`src/rtl/rv_div_if.sv`:
```
// rtl/rv_div_if.sv - request/response bundle between the execute stage and the divider
`timescale 1ns/1ps

interface rv_div_if #(
    parameter int WIDTH = 32
);
    logic             flush_i;
    logic             req_valid_i;
    logic             req_ready_o;
    logic [1:0]       op_i;
    logic [WIDTH-1:0] dividend_i;
    logic [WIDTH-1:0] divisor_i;
    logic             rsp_valid_o;
    logic             rsp_ready_i;
    logic [WIDTH-1:0] result_o;
    logic             busy_o;

    modport master (
        output flush_i, req_valid_i, op_i, dividend_i, divisor_i, rsp_ready_i,
        input  req_ready_o, rsp_valid_o, result_o, busy_o
    );

    modport slave (
        input  flush_i, req_valid_i, op_i, dividend_i, divisor_i, rsp_ready_i,
        output req_ready_o, rsp_valid_o, result_o, busy_o
    );
endinterface

```
`src/rtl/rv_div_unit.sv`:
```
// rtl/rv_div_unit.sv - iterative restoring divider for RISC-V DIV/DIVU/REM/REMU
`timescale 1ns/1ps

module rv_div_unit #(
    parameter int WIDTH          = 32,
    parameter int BITS_PER_CYCLE = 1
) (
    input  logic     clk_i,
    input  logic     rst_ni,
    rv_div_if.slave  div_if
);
    localparam int ITER = WIDTH / BITS_PER_CYCLE;
    localparam int CW   = $clog2(ITER + 1);
    localparam logic [WIDTH-1:0] MIN_NEG = {1'b1, {(WIDTH-1){1'b0}}};

    if (WIDTH % BITS_PER_CYCLE != 0) begin : g_bad_cfg
        $error("rv_div_unit: WIDTH must be a multiple of BITS_PER_CYCLE");
    end

    typedef enum logic [1:0] {IDLE, CALC, DONE} state_e;

    state_e           state_q, state_d;
    logic             is_rem_q, is_rem_d;
    logic             q_neg_q, q_neg_d;
    logic             r_neg_q, r_neg_d;
    logic [WIDTH-1:0] quo_q, quo_d;
    logic [WIDTH:0]   rem_q, rem_d;
    logic [WIDTH-1:0] dvs_q, dvs_d;
    logic [CW-1:0]    cnt_q, cnt_d;
    logic [WIDTH-1:0] result_q, result_d;

    logic             a_neg, b_neg;
    logic [WIDTH-1:0] a_mag, b_mag;
    logic [WIDTH:0]   rem_v, trial_v;
    logic [WIDTH-1:0] quo_v, q_fin, r_fin;

    // Only signed ops take the magnitude; op_i[0]==0 marks DIV/REM.
    assign a_neg = ~div_if.op_i[0] & div_if.dividend_i[WIDTH-1];
    assign b_neg = ~div_if.op_i[0] & div_if.divisor_i[WIDTH-1];
    assign a_mag = a_neg ? -div_if.dividend_i : div_if.dividend_i;
    assign b_mag = b_neg ? -div_if.divisor_i  : div_if.divisor_i;

    always_comb begin
        rem_v = rem_q;
        quo_v = quo_q;
        trial_v = '0;
        for (int i = 0; i < BITS_PER_CYCLE; i++) begin
            rem_v   = {rem_v[WIDTH-1:0], quo_v[WIDTH-1]};
            quo_v   = {quo_v[WIDTH-2:0], 1'b0};
            trial_v = rem_v - {1'b0, dvs_q};
            if (!trial_v[WIDTH]) begin
                rem_v    = trial_v;
                quo_v[0] = 1'b1;
            end
        end
        q_fin = q_neg_q ? -quo_v : quo_v;
        r_fin = r_neg_q ? -rem_v[WIDTH-1:0] : rem_v[WIDTH-1:0];
    end

    always_comb begin
        state_d  = state_q;
        is_rem_d = is_rem_q;
        q_neg_d  = q_neg_q;
        r_neg_d  = r_neg_q;
        quo_d    = quo_q;
        rem_d    = rem_q;
        dvs_d    = dvs_q;
        cnt_d    = cnt_q;
        result_d = result_q;
        case (state_q)
            IDLE: begin
                if (div_if.req_valid_i && !div_if.flush_i) begin
                    is_rem_d = div_if.op_i[1];
                    q_neg_d  = a_neg ^ b_neg;
                    r_neg_d  = a_neg;
                    quo_d    = a_mag;
                    rem_d    = '0;
                    dvs_d    = b_mag;
                    cnt_d    = CW'(ITER);
                    if (div_if.divisor_i == '0) begin
                        result_d = div_if.op_i[1] ? div_if.dividend_i : '1;
                        state_d  = DONE;
                    end else if (!div_if.op_i[0] && div_if.dividend_i == MIN_NEG &&
                                 div_if.divisor_i == '1) begin
                        result_d = div_if.op_i[1] ? '0 : MIN_NEG;
                        state_d  = DONE;
                    end else begin
                        state_d  = CALC;
                    end
                end
            end
            CALC: begin
                quo_d = quo_v;
                rem_d = rem_v;
                cnt_d = cnt_q - 1'b1;
                if (cnt_q == CW'(1)) begin
                    result_d = is_rem_q ? r_fin : q_fin;
                    state_d  = DONE;
                end
            end
            DONE: begin
                if (div_if.rsp_ready_i) state_d = IDLE;
            end
            default: state_d = IDLE;
        endcase
        // A pipeline flush discards whatever is in flight, including a pending result.
        if (div_if.flush_i) state_d = IDLE;
    end

    always_ff @(posedge clk_i or negedge rst_ni) begin
        if (!rst_ni) begin
            state_q  <= IDLE;
            is_rem_q <= 1'b0;
            q_neg_q  <= 1'b0;
            r_neg_q  <= 1'b0;
            quo_q    <= '0;
            rem_q    <= '0;
            dvs_q    <= '0;
            cnt_q    <= '0;
            result_q <= '0;
        end else begin
            state_q  <= state_d;
            is_rem_q <= is_rem_d;
            q_neg_q  <= q_neg_d;
            r_neg_q  <= r_neg_d;
            quo_q    <= quo_d;
            rem_q    <= rem_d;
            dvs_q    <= dvs_d;
            cnt_q    <= cnt_d;
            result_q <= result_d;
        end
    end

    assign div_if.req_ready_o = (state_q == IDLE) && !div_if.flush_i;
    assign div_if.rsp_valid_o = (state_q == DONE);
    assign div_if.busy_o      = (state_q != IDLE);
    assign div_if.result_o    = result_q;
endmodule

```
`src/flat_wrapper.sv`:
```
// flat-port wrapper written by rule: the top's interface ports become plain ports
module rv_div_unit_flat 
#(
    parameter int WIDTH          = 32,
    parameter int BITS_PER_CYCLE = 1
)
  (clk_i, rst_ni, div_if_flush_i, div_if_req_valid_i, div_if_op_i, div_if_dividend_i, div_if_divisor_i, div_if_rsp_ready_i, div_if_req_ready_o, div_if_rsp_valid_o, div_if_result_o, div_if_busy_o);
  rv_div_if #(.WIDTH(WIDTH)) div_if_i ();
  input  logic clk_i;
  input  logic rst_ni;
  input wire logic [$bits(div_if_i.flush_i)-1:0] div_if_flush_i;
  input wire logic [$bits(div_if_i.req_valid_i)-1:0] div_if_req_valid_i;
  input wire logic [$bits(div_if_i.op_i)-1:0] div_if_op_i;
  input wire logic [$bits(div_if_i.dividend_i)-1:0] div_if_dividend_i;
  input wire logic [$bits(div_if_i.divisor_i)-1:0] div_if_divisor_i;
  input wire logic [$bits(div_if_i.rsp_ready_i)-1:0] div_if_rsp_ready_i;
  output wire logic [$bits(div_if_i.req_ready_o)-1:0] div_if_req_ready_o;
  output wire logic [$bits(div_if_i.rsp_valid_o)-1:0] div_if_rsp_valid_o;
  output wire logic [$bits(div_if_i.result_o)-1:0] div_if_result_o;
  output wire logic [$bits(div_if_i.busy_o)-1:0] div_if_busy_o;
  assign div_if_i.flush_i = div_if_flush_i;
  assign div_if_i.req_valid_i = div_if_req_valid_i;
  assign div_if_i.op_i = div_if_op_i;
  assign div_if_i.dividend_i = div_if_dividend_i;
  assign div_if_i.divisor_i = div_if_divisor_i;
  assign div_if_i.rsp_ready_i = div_if_rsp_ready_i;
  assign div_if_req_ready_o = div_if_i.req_ready_o;
  assign div_if_rsp_valid_o = div_if_i.rsp_valid_o;
  assign div_if_result_o = div_if_i.result_o;
  assign div_if_busy_o = div_if_i.busy_o;
  rv_div_unit #(.WIDTH(WIDTH), .BITS_PER_CYCLE(BITS_PER_CYCLE)) u_core (.clk_i(clk_i), .rst_ni(rst_ni), .div_if(div_if_i));
endmodule
```
`config.mk`:
```
export PLATFORM = sky130hd
export DESIGN_NAME = rv_div_unit_flat
export DESIGN_NICKNAME = d
export VERILOG_FILES = /design/src/rtl/rv_div_if.sv /design/src/rtl/rv_div_unit.sv /design/src/flat_wrapper.sv
export SDC_FILE = /design/constraint.sdc
export NUM_CORES = 1
export LEC_CHECK = 0
export ABC_AREA = 0
export CAP_MARGIN = 20
export CELL_PAD_IN_SITES_DETAIL_PLACEMENT = 2
export CELL_PAD_IN_SITES_GLOBAL_PLACEMENT = 2
export CORE_MARGIN = 2
export CORE_UTILIZATION = 35
export DETAILED_ROUTE_END_ITERATION = 10
export PLACE_DENSITY_LB_ADDON = 0.1
export SYNTH_ARGS = -nofsm -noshare
export SYNTH_HDL_FRONTEND = slang
export SYNTH_SLANG_ARGS = --single-unit
```
`constraint.sdc`:
```
create_clock -name clk_i -period 7.35 [get_ports clk_i]
set_input_delay 1.47 -clock clk_i [delete_from_list [all_inputs] [get_ports clk_i]]
set_output_delay 1.47 -clock clk_i [all_outputs]
set_load 0.03 [all_outputs]
```
; After elaboration in Yosys (flattened, before gate mapping)
; Cells that the tools add are included.
[totals]
elab_cells = 71
inputBits = 71
reg_bits = 139
output_inout_bits = 35
[op_classes]
bitwise_logic = 4
n_reduce_logical = 14
n_addsub = 6
muxes = 27
eq_ne = 11
[op_table]
columns = cell, count
row1 = two-way mux 32 bit, 14
row2 = one-hot mux 32 bit (2 select lines), 3
row3 = negator 32 bit, 4
row4 = equality test 32 bit (second input constant), 2
row5 = subtractor 33 x 32 -> 33 bit, 1
row6 = zero test 32 bit, 1
row7 = two-way mux 2 bit, 6
row8 = one-hot mux 6 bit (2 select lines), 1
row9 = equality test 6 x 1 -> 1 bit (second input constant), 1
row10 = two-way mux 6 bit, 1
row11 = inequality test 3 x 2 -> 1 bit (second input constant), 2
row12 = one-hot mux 2 bit (3 select lines), 1
row13 = subtractor 6 x 1 -> 6 bit (second input constant), 1
row14 = logical AND 1 bit, 4
row15 = inequality test 2 x 1 -> 1 bit (second input constant), 2
row16 = AND reduction 2 bit, 2
row17 = AND reduction 4 bit, 1
row18 = nonzero test 2 bit, 2
row19 = inequality test 3 x 1 -> 1 bit (second input constant), 1
row20 = inequality test 3 bit (second input constant), 1
row21 = AND reduction 3 bit, 1
row22 = AND 1 bit, 2
row23 = equality test 2 x 1 -> 1 bit (second input constant), 1
row24 = equality test 2 bit (second input constant), 1
row25 = 5 further kinds, 6

; Longest topological paths before layout
; Gate-level depths: netlist of the first run.
[depth]
ltp_word = 8
mapped_depth = 24
ltp_nobuf = 22

; Worst setup path after synthesis of the first run
; No wires, ideal clock.
[synth_path]
kind = register -> register
startpoint = register u_core.quo_q[31]
endpoint = register u_core.result_q[12] (netlist: u_core.div_if.result_o[12])
t_arrival_ns = 5.239
slack_ns = 1.986
required_time_ns = 7.225
period_less_slack_ns = 5.364
stages_incl_launch_ff = 24
n_path_buf = 2
cell_sequence = dfrtp_1 > inv_1 > ha_1 > fa_1 > nand2b_1 > a211oi_2 > o2111ai_2 > or4b_4 > a31oi_4 > nor2_8 > inv_4 > buf_4 > buf_2 > nor2_1 > a21oi_1 > ha_1 > nand2_1 > nor4_1 > or3b_2 > o41a_1 > o21ai_1 > mux2i_1 > o21ai_1 > mux2_2
[synth_between]
elab_chain_len = 7
elab_cells_between_ends = 10
cone_classes = add/sub (3) / mux (7)
[synth_rtl]
columns = element, line_no
row1 = from (decl), rv_div_unit.sv:26  ; logic [WIDTH-1:0] quo_q, quo_d;
row2 = from (signal assigned), rv_div_unit.sv:126  ; quo_q <= quo_d;
row3 = subtractor 33 x 32 -> 33 bit, rv_div_unit.sv:50  ; trial_v = rem_v - {1'b0, dvs_q};
row4 = two-way mux 1 bit / two-way mux 32 bit (equally long branches), rv_div_unit.sv:51  ; if (!trial_v[WIDTH]) begin
row5 = "negator 32 bit, on equally long branches", "rv_div_unit.sv:56, rv_div_unit.sv:57"
row6 = "two-way mux 32 bit, on equally long branches", "rv_div_unit.sv:56, rv_div_unit.sv:57"
row7 = two-way mux 32 bit *, rv_div_unit.sv:97  ; result_d = is_rem_q ? r_fin : q_fin;
row8 = two-way mux 32 bit *, rv_div_unit.sv:96  ; if (cnt_q == CW'(1)) begin
row9 = one-hot mux 32 bit (2 select lines) *, rv_div_unit.sv:70  ; case (state_q)
row10 = to (signal assigned), rv_div_unit.sv:130  ; result_q <= result_d;
row11 = to (decl), rv_div_unit.sv:30  ; logic [WIDTH-1:0] result_q, result_d;
; Mark *: on every way between the ends. The rest lies on a longest branch, timed or not. The select of a mux whose other input is x is not followed.
; A chain may end at the register's enable or synchronous reset.

; Final worst setup path of the first run
[layout_path]
startpoint = register u_core.quo_q[31]
endpoint = register u_core.result_q[28] (netlist: u_core.div_if.result_o[28])
; Same word-level chain as after synthesis.

==> metrics.md, run 1 <==
| Metric | Value |
|---|---|
| Clock slew at reported path FFs | 0.07 ns |
| Total power | about 0.0065 W |
| Compound-cell area share of the yosys netlist | around 28% |
| Slew HR | 22.6% |
| CP peak stage delay | 0.62 ns |
| Vias in the first global route | 12700 |
| Placeable Area | 33400 µm² |
| Setup crit start kind | flop |
| Hold-fix buffers, CTS | 0 |
| Clock Skews | 0.0190 ns |
| CTS max path bufs | 2 |
| Cell breakdown of the critical path | inv_1 -> ha_1 -> fa_1 -> nand2b_1 -> a211oi_2 -> o2111ai_2 -> or4b_4 -> a31oi_4 -> nor2_8 -> inv_4 -> nor2_1 -> a21oi_1 -> ha_1 -> nand2_1 -> nor4_1 -> or3b_2 -> a221oi_2 -> o211ai_2 -> o41ai_2 -> xnor2_1 -> a21oi_1 |
| # IOs | 106 |
| Synth Area in Adders | 4.29% |
| Area Overhead vs Synth | 17.0% |
| Row cnt | 67 |
| Max-cap violation count | 0 |
| Post-Syn Instances | 1493 |
| HP Class | reg -> reg |
| Minimum clock period | ~6.1 ns |
| Async SR Flop Fraction | 100% |
| Die H | 188 µm |
| Cell Pwr Density | around 470 nW/µm² |
| Sum Neg Setup Slack | 0 ns |
| Syn Nets | 1604 |
| Top Family by Delay on Critical Path | compound AO/OA/AOI/OAI gates |
| Actual slew at the worst max-slew pin | 1.15 ns |
| Status | completed |
| Largest family of logic cells by synthesized area | compound AO/OA/AOI/OAI gates |
| Synth Area in XOR/XNOR | under 10% |
| HP Start | u_core.div_if.result_o[0]$_DFFE_PN0P_ |
| Post-Syn Area | 11800 µm² |
| Antenna Violating Nets Remaining | 0 |
| Post-CTS Resized | 0 |
| Worst Path Required | 7.69 ns |
| WP depth | 21 |
| Peak VDD IR | 0.271 mV |
| WL/cell | 25.7 µm |
| CP Class | reg -> reg |
| Iter 0 DRT Violations | roughly 700 |
| Layout cell share with drive strength beyond 1 | 6.59% |
| Fin. Hold Viols | 0 |
| Top_reg_cell synth | dfrtp_1 |
| Tot GR Track Use | 29.4% |
| Antenna cells | 0 |
| Proportion of synthesized area in mux cells | 3.99% |
| Worst Path Buf+Inv | 2 |
| Distinct cells, synth | 95 |
| Setup crit end kind | flop |
| Post-CTS Repair Setup Buffers | 0 |
| Leak Pwr | 5.43 nW |
| RSZ-0062 raised after global routing | no |
| R2R depth | 21 |
| Number of synthesized flops with an enable pin | 0 |
| Die area | 35300 µm² |
| Largest net degree at the start of global routing | 93 |
| Global-route wire length before repair | 79200 µm |
| Detailed placer's ending HPWL | a little under 40000 µm |
| Num Clock Sinks | 139 |
| Vias post-DR | between 10000 and 15000 |
| Antenna violations before repair | 1 |
| # port buffers | 105 |
| CP max-delay cell | a31oi_4 |
| Seq cells post-synth | 139 |
| Period utilisation layout | 83.1% |
| Reg-to-Reg End | u_core.div_if.result_o[28]$_DFFE_PN0P_ |
| Die X | 188 µm |
| Root buffer cell | clkbuf_16 |
| Endpoints failing setup | 0 |
| R2R Setup Slk | 1.24 ns |
| Drt first pass iters | 5 |
| Htree depth | 4 |
| Total grt overflow | 0 |
| Simple-Gate Fraction of Synth Area | 19.9% |
| Post-layout net count | 1662 |
| Reg-to-Reg Start | u_core.quo_q[31]$_DFFE_PN0P_ |
| Worst-path fanout max | 15 |
| CTS tree | yes |
| Arrival time worst endpoint | 6.45 ns |
| Later-pin clock latency in the skew report | 0.46 ns |
| TritonCTS Buffers | 17 |
| Yosys warns | 0 |
| Critical path origin | u_core.quo_q[31]$_DFFE_PN0P_ |
| Max-slew violations | 0 |
| Worst Setup EP | u_core.div_if.result_o[28]$_DFFE_PN0P_ |
| GP Congestion | 0.847 |
| Register area share after synthesis | 29.4% |
| Via-to-Cell Ratio | about 6.0 |
| Starting Density | 35.4% |
| Post-Route WL | roughly 52000 µm |
| Avg Cell Area, Syn | 7.93 µm² |
| DRC | 0 |
| Fmax | 164 MHz |
==> worst min-delay path by stage <==
stage	to	slack [ns]	depth (start not counted)
final	u_core.div_if.result_o[0]$_DFFE_PN0P_	0.48	2
after global routing	u_core.div_if.result_o[4]$_DFFE_PN0P_	0.50	1
after CTS	u_core.div_if.result_o[4]$_DFFE_PN0P_	0.49	1
after detailed placement	u_core.div_if.result_o[4]$_DFFE_PN0P_	0.47	1
after global placement	u_core.dvs_q[28]$_DFFE_PN0P_	0.46	2
after floorplan	u_core.cnt_q[5]$_DFFE_PN0P_	0.45	1
==> logic make-up after synthesis <==
kind of cell    count (synthesis)
fa+ha+maj                      40
flops                         139
simple gates                  479
xor+xnor                      132
mux                            40
buf+inv                       146
compound gates                517
==> through the flow <==
step	area (µm²)	util, %	hold WS, ns	worst slack [ns]	instances
final	13900	41.4	0.477	1.24	2012
after global routing	13900	41.4	0.501	0.767	2012
after CTS	13800	41.3	0.488	1.25	2010
after detailed placement	13300	39.6	0.473	1.27	1978
after global placement	13300	39.6	0.461	1.45	1978
after floorplan	11800	-	0.446	1.99	1493
==> registers in the layout (all words and copies together) (netlist names) <==
signal                  cells
u_core.is_rem_q             1
u_core.quo_q               32
u_core.div_if.result_o     32
u_core.q_neg_q              1
u_core.rem_q               32
u_core.dvs_q               32
u_core.state_q              2
u_core.r_neg_q              1
u_core.cnt_q                6
==> cell usage in the layout (no fill, tap or decap), types with 18 or more instances in the layout <==
cell / netlist / layout
xnor2_1: 75 / 75
buf_4: 3 / 18
nand4_1: 27 / 27
a21oi_1: 98 / 98
dfrtp_1: 139 / 139
clkdlybuf4s50_1: 0 / 104
a31oi_1: 18 / 18
a22oi_1: 30 / 30
or3_1: 21 / 21
mux2i_1: 27 / 27
ha_1: 39 / 39
nand2_1: 168 / 166
xor2_1: 57 / 57
nand2b_1: 19 / 19
nor3_1: 32 / 32
nand3_1: 27 / 27
inv_1: 59 / 59
o31ai_1: 28 / 28
nor2_1: 109 / 107
o211ai_1: 22 / 22
o21ai_0: 204 / 204
==> worst register-to-register path: stages (launching register included) <==
cell and delay (ns):
dfrtp_1 0.38, inv_1 0.06, ha_1 0.20, fa_1 0.40
nand2b_1 0.22, a211oi_2 0.35, o2111ai_2 0.24, or4b_4 0.56
a31oi_4 0.62, nor2_8 0.10, inv_4 0.09, nor2_1 0.04
a21oi_1 0.22, ha_1 0.24, nand2_1 0.08, nor4_1 0.27
or3b_2 0.53, a221oi_2 0.45, o211ai_2 0.32, o41ai_2 0.38
xnor2_1 0.16, a21oi_1 0.08
==> Yosys cell counts (all sizes together), types with 28 or more instances <==
master	number	area (µm²)
o31ai	32	269
mux2i	31	360
nand2	168	631
nand4	28	190
inv	60	228
xor2	57	499
clkbuf	63	236
a22oi	30	225
ha	39	488
nand3	30	173
nor2	110	429
a21oi	99	499
dfrtp	139	3480
nor3	33	170
o21ai	212	1060
xnor2	75	657
==> report_power, final <==
| part | switching, W | leakage (nW) | total (W) | internal (W) |
|---|---|---|---|---|
| clock network | 0.000397 | 0.273 | 0.000897 | 0.000500 |
| logic | 0.00268 | 3.38 | 0.00414 | 0.00146 |
| registers | 0.000372 | 1.77 | 0.00144 | 0.00106 |
| total | 0.00345 | 5.43 | 0.00647 | 0.00303 |
==> cell type report <==
| type | count | area, µm² |
|---|---|---|
| repair buffers | 125 | 1220 |
| inverters | 60 | 228 |
| flip-flops and latches | 139 | 3480 |
| clock inverters | 14 | 145 |
| multi-input cells | 1208 | 7800 |
| well taps | 448 | 561 |
| clock buffers | 18 | 429 |
| fillers | 3799 | 19600 |
==> per-layer routing <==
layer  up-vias  part of all wire, %  routed length [µm]  GRT usage, %
met5         -                    0                   0             0
met4         0                  1.7                 897          7.36
met3        48                  3.9                2010          4.83
met2       246                   47               24100          48.5
met1      6187                   48               24600          40.1
li1       5567                    -                   -             -
(Power assumes the default switching activity.)
==> run 2, diff against run 1 <==
==> constraint.sdc (replaced) <==
create_clock -name clk_i -period 5.75 [get_ports clk_i]
set_input_delay 1.15 -clock clk_i [delete_from_list [all_inputs] [get_ports clk_i]]
set_output_delay 1.15 -clock clk_i [all_outputs]
set_load 0.03 [all_outputs]
==> metrics.md, run 2 (synthesis results as in run 1) <==
| Metric | Value |
|---|---|
| Status | completed |
| Die H | 188 µm (unchanged) |
| Fin. Hold Viols | 0 (unchanged) |
| Clock slew at reported path FFs | 0.07 ns (about the same) |
| Iter 0 DRT Violations | 618 (-10%) |
| Via-to-Cell Ratio | 5.98 (-0.20%) |
| Die area | 35300 µm² (unchanged) |
| DRC | 0 (unchanged) |
| Post-layout net count | 1674 (+0.72%) |
| # port buffers | 105 (unchanged) |
| Cell Pwr Density | 600 nW/µm² (+28%) |
| Antenna Violating Nets Remaining | 0 (unchanged) |
| Total grt overflow | 0 (unchanged) |
| Arrival time worst endpoint | 5.68 ns (-0.77 ns) |
| Slew HR | 29.0% (+6.5 points) |
| Commonest non-fill, non-tap cell in the layout | o21ai_0 |
| Global-route wire length before repair | 78900 µm (-0.32%) |
| HP Class | reg -> reg |
| CTS max path bufs | 2 (unchanged) |
| Area Overhead vs Synth | 18.4% |
| Antenna cells | 0 (unchanged) |
| Setup crit start kind | flop |
| Tot GR Track Use | 29.4% (-0.051 points) |
| Htree depth | 4 (unchanged) |
| DP Cell Count | 1991 (+0.66%) |
| Later-pin clock latency in the skew report | 0.45 ns (about the same) |
| Period utilisation layout | 92.9% (+9.8 points) |
| Leak Pwr | 5.50 nW (+1.5%) |
| Detailed placer's ending HPWL | 39700 µm (+0.89%) |
| Post-Route WL | 51400 µm (-0.60%) |
| TritonCTS Buffers | 17 (unchanged) |
| GP Congestion | 0.880 (+4.0%) |
| Max-slew violations | 0 (unchanged) |
| Actual slew at the worst max-slew pin | 1.05 ns (-0.0967 ns) |
| CP Class | reg -> reg |
| Drt first pass iters | 5 (unchanged) |
| Vias in the first global route | 12900 (+1.4%) |
| Endpoints failing setup | 0 (unchanged) |
| RSZ-0062 raised after global routing | no |
| CP peak stage delay | 0.56 ns (-0.06 ns) |
| Minimum clock period | 5.34 ns (-0.767 ns) |
| Layout cell share with drive strength beyond 1 | 7.36% (+0.77 points) |
| Max-cap violation count | 0 (unchanged) |
| Num Clock Sinks | 139 (unchanged) |
| Final cell count without fillers | 2024 (+0.60%) |
| CP max-delay cell | or4b_4 |
| Worst-path fanout max | 8 (-7) |
| Setup crit end kind | flop |
| Root buffer cell | clkbuf_16 |
| Worst Path Buf+Inv | 2 (unchanged) |
| Fmax | 187 MHz (+14%) |
| Clock Skews | 0.0128 ns (-0.00611 ns) |
| Cell breakdown of the critical path | inv_1 -> ha_1 -> fa_1 -> nand2b_1 -> a211oi_4 -> o2111ai_2 -> or4b_4 -> a31oi_4 -> nor2_8 -> inv_4 -> nor2_1 -> a21oi_1 -> ha_1 -> nand2_1 -> nor4_4 -> or3b_4 -> o41a_1 -> o21ai_1 -> mux2i_1 -> o21ai_1 -> mux2_2 |
| CTS tree | yes |
| Vias post-DR | 12100 (+0.40%) |
| Top Family by Delay on Critical Path | compound AO/OA/AOI/OAI gates |
| Filler cells | 3784 (-0.39%) |
| Peak VDD IR | 0.282 mV (+4.2%) |
| Worst Path Required | 6.09 ns (-1.60 ns) |
| Largest net degree at the start of global routing | 65 (-30%) |
| # IOs | 106 (unchanged) |
| Die X | 188 µm (unchanged) |
| Antenna violations before repair | 1 (unchanged) |
| Row cnt | 67 (unchanged) |
| Most frequent cells in the layout | o21ai_0 (204), nand2_1 (166), dfrtp_1 (139), nor2_1 (107), clkdlybuf4s50_1 (104) |
| WL/cell | 25.4 µm (-1.2%) |
| Starting Density | 35.4% (unchanged) |
| Sum Neg Setup Slack | 0 ns (unchanged) |
| Placeable Area | 33400 µm² (unchanged) |
| Hold-fix buffers, CTS | 0 (unchanged) |
-- run 2: cell types whose count changed in the layout (fill, tap and decap cells not counted), sizes merged --
| cell | before | now |
|---|---|---|
| buf | 20 | 33 |
| bufinv | 2 | 4 |
| clkbuf | 19 | 18 |
| inv | 63 | 61 |
-- run 2: worst paths after layout --
kind	startpoint	slack [ns]	cells past startpoint	to
max in group asynchronous	rst_ni	4.02	2	u_core.quo_q[3]$_DFFE_PN0P_
min reg2reg	u_core.div_if.result_o[19]$_DFFE_PN0P_	0.48	2	u_core.div_if.result_o[19]$_DFFE_PN0P_
min in group asynchronous	rst_ni	0.63	1	u_core.rem_q[24]$_DFFE_PN0P_
max	u_core.quo_q[31]$_DFFE_PN0P_	0.41	21	u_core.div_if.result_o[12]$_DFFE_PN0P_
max reg2reg	u_core.quo_q[31]$_DFFE_PN0P_	0.41	21	u_core.div_if.result_o[12]$_DFFE_PN0P_
min	u_core.div_if.result_o[19]$_DFFE_PN0P_	0.48	2	u_core.div_if.result_o[19]$_DFFE_PN0P_
-- run 2: tightest hold or removal path, stage by stage (launching register included) --
cell and delay [ns]:
dfrtp_1 0.34, nand2_1 0.05, o21ai_0 0.06
-- run 2: area by class of cell --
class / count / area (µm²) / area share (%)
repair buffers: 137 / 1290 / 9.22
clock buffers: 18 / 429 / 3.06
well taps: 448 / 561 / 4.00
inverters: 60 / 228 / 1.62
flip-flops and latches: 139 / 3480 / 24.8
multi-input cells: 1208 / 7840 / 55.9
clock inverters: 14 / 195 / 1.39
-- run 2: power breakdown --
part	internal [W]	switching [W]	leakage (nW)
clock	0.000727	0.000483	0.293
combinational	0.00191	0.00345	3.44
sequential	0.00136	0.000479	1.77
-- run 2: metal layers --
layer	global-route usage (%)	routed length, µm
met4	9.18	1180
met1	39.0	23500
met3	4.66	2250
met5	0	0
met2	48.9	24400
-- run 2: repair_timing --
action                     CTS  global route
buffers inserted             0             1
setup endpoints to repair    2            10
pin swaps                    0             3
gates resized for setup      1             5
-- run 2: stage by stage --
stage	cell area, µm²	util [%]	total power, W	setup slack (ns)	hold slack, ns
after global routing	14000	41.9	0.00898	0.0620	0.511
after CTS	14000	41.8	0.00837	0.0125	0.482
after global placement	13300	39.9	0.00692	0.253	0.462
after floorplan	11800	-	0.00529	0.386	0.446
after detailed placement	13300	39.9	0.00710	0.00649	0.473
final	14000	41.9	0.00841	0.407	0.479
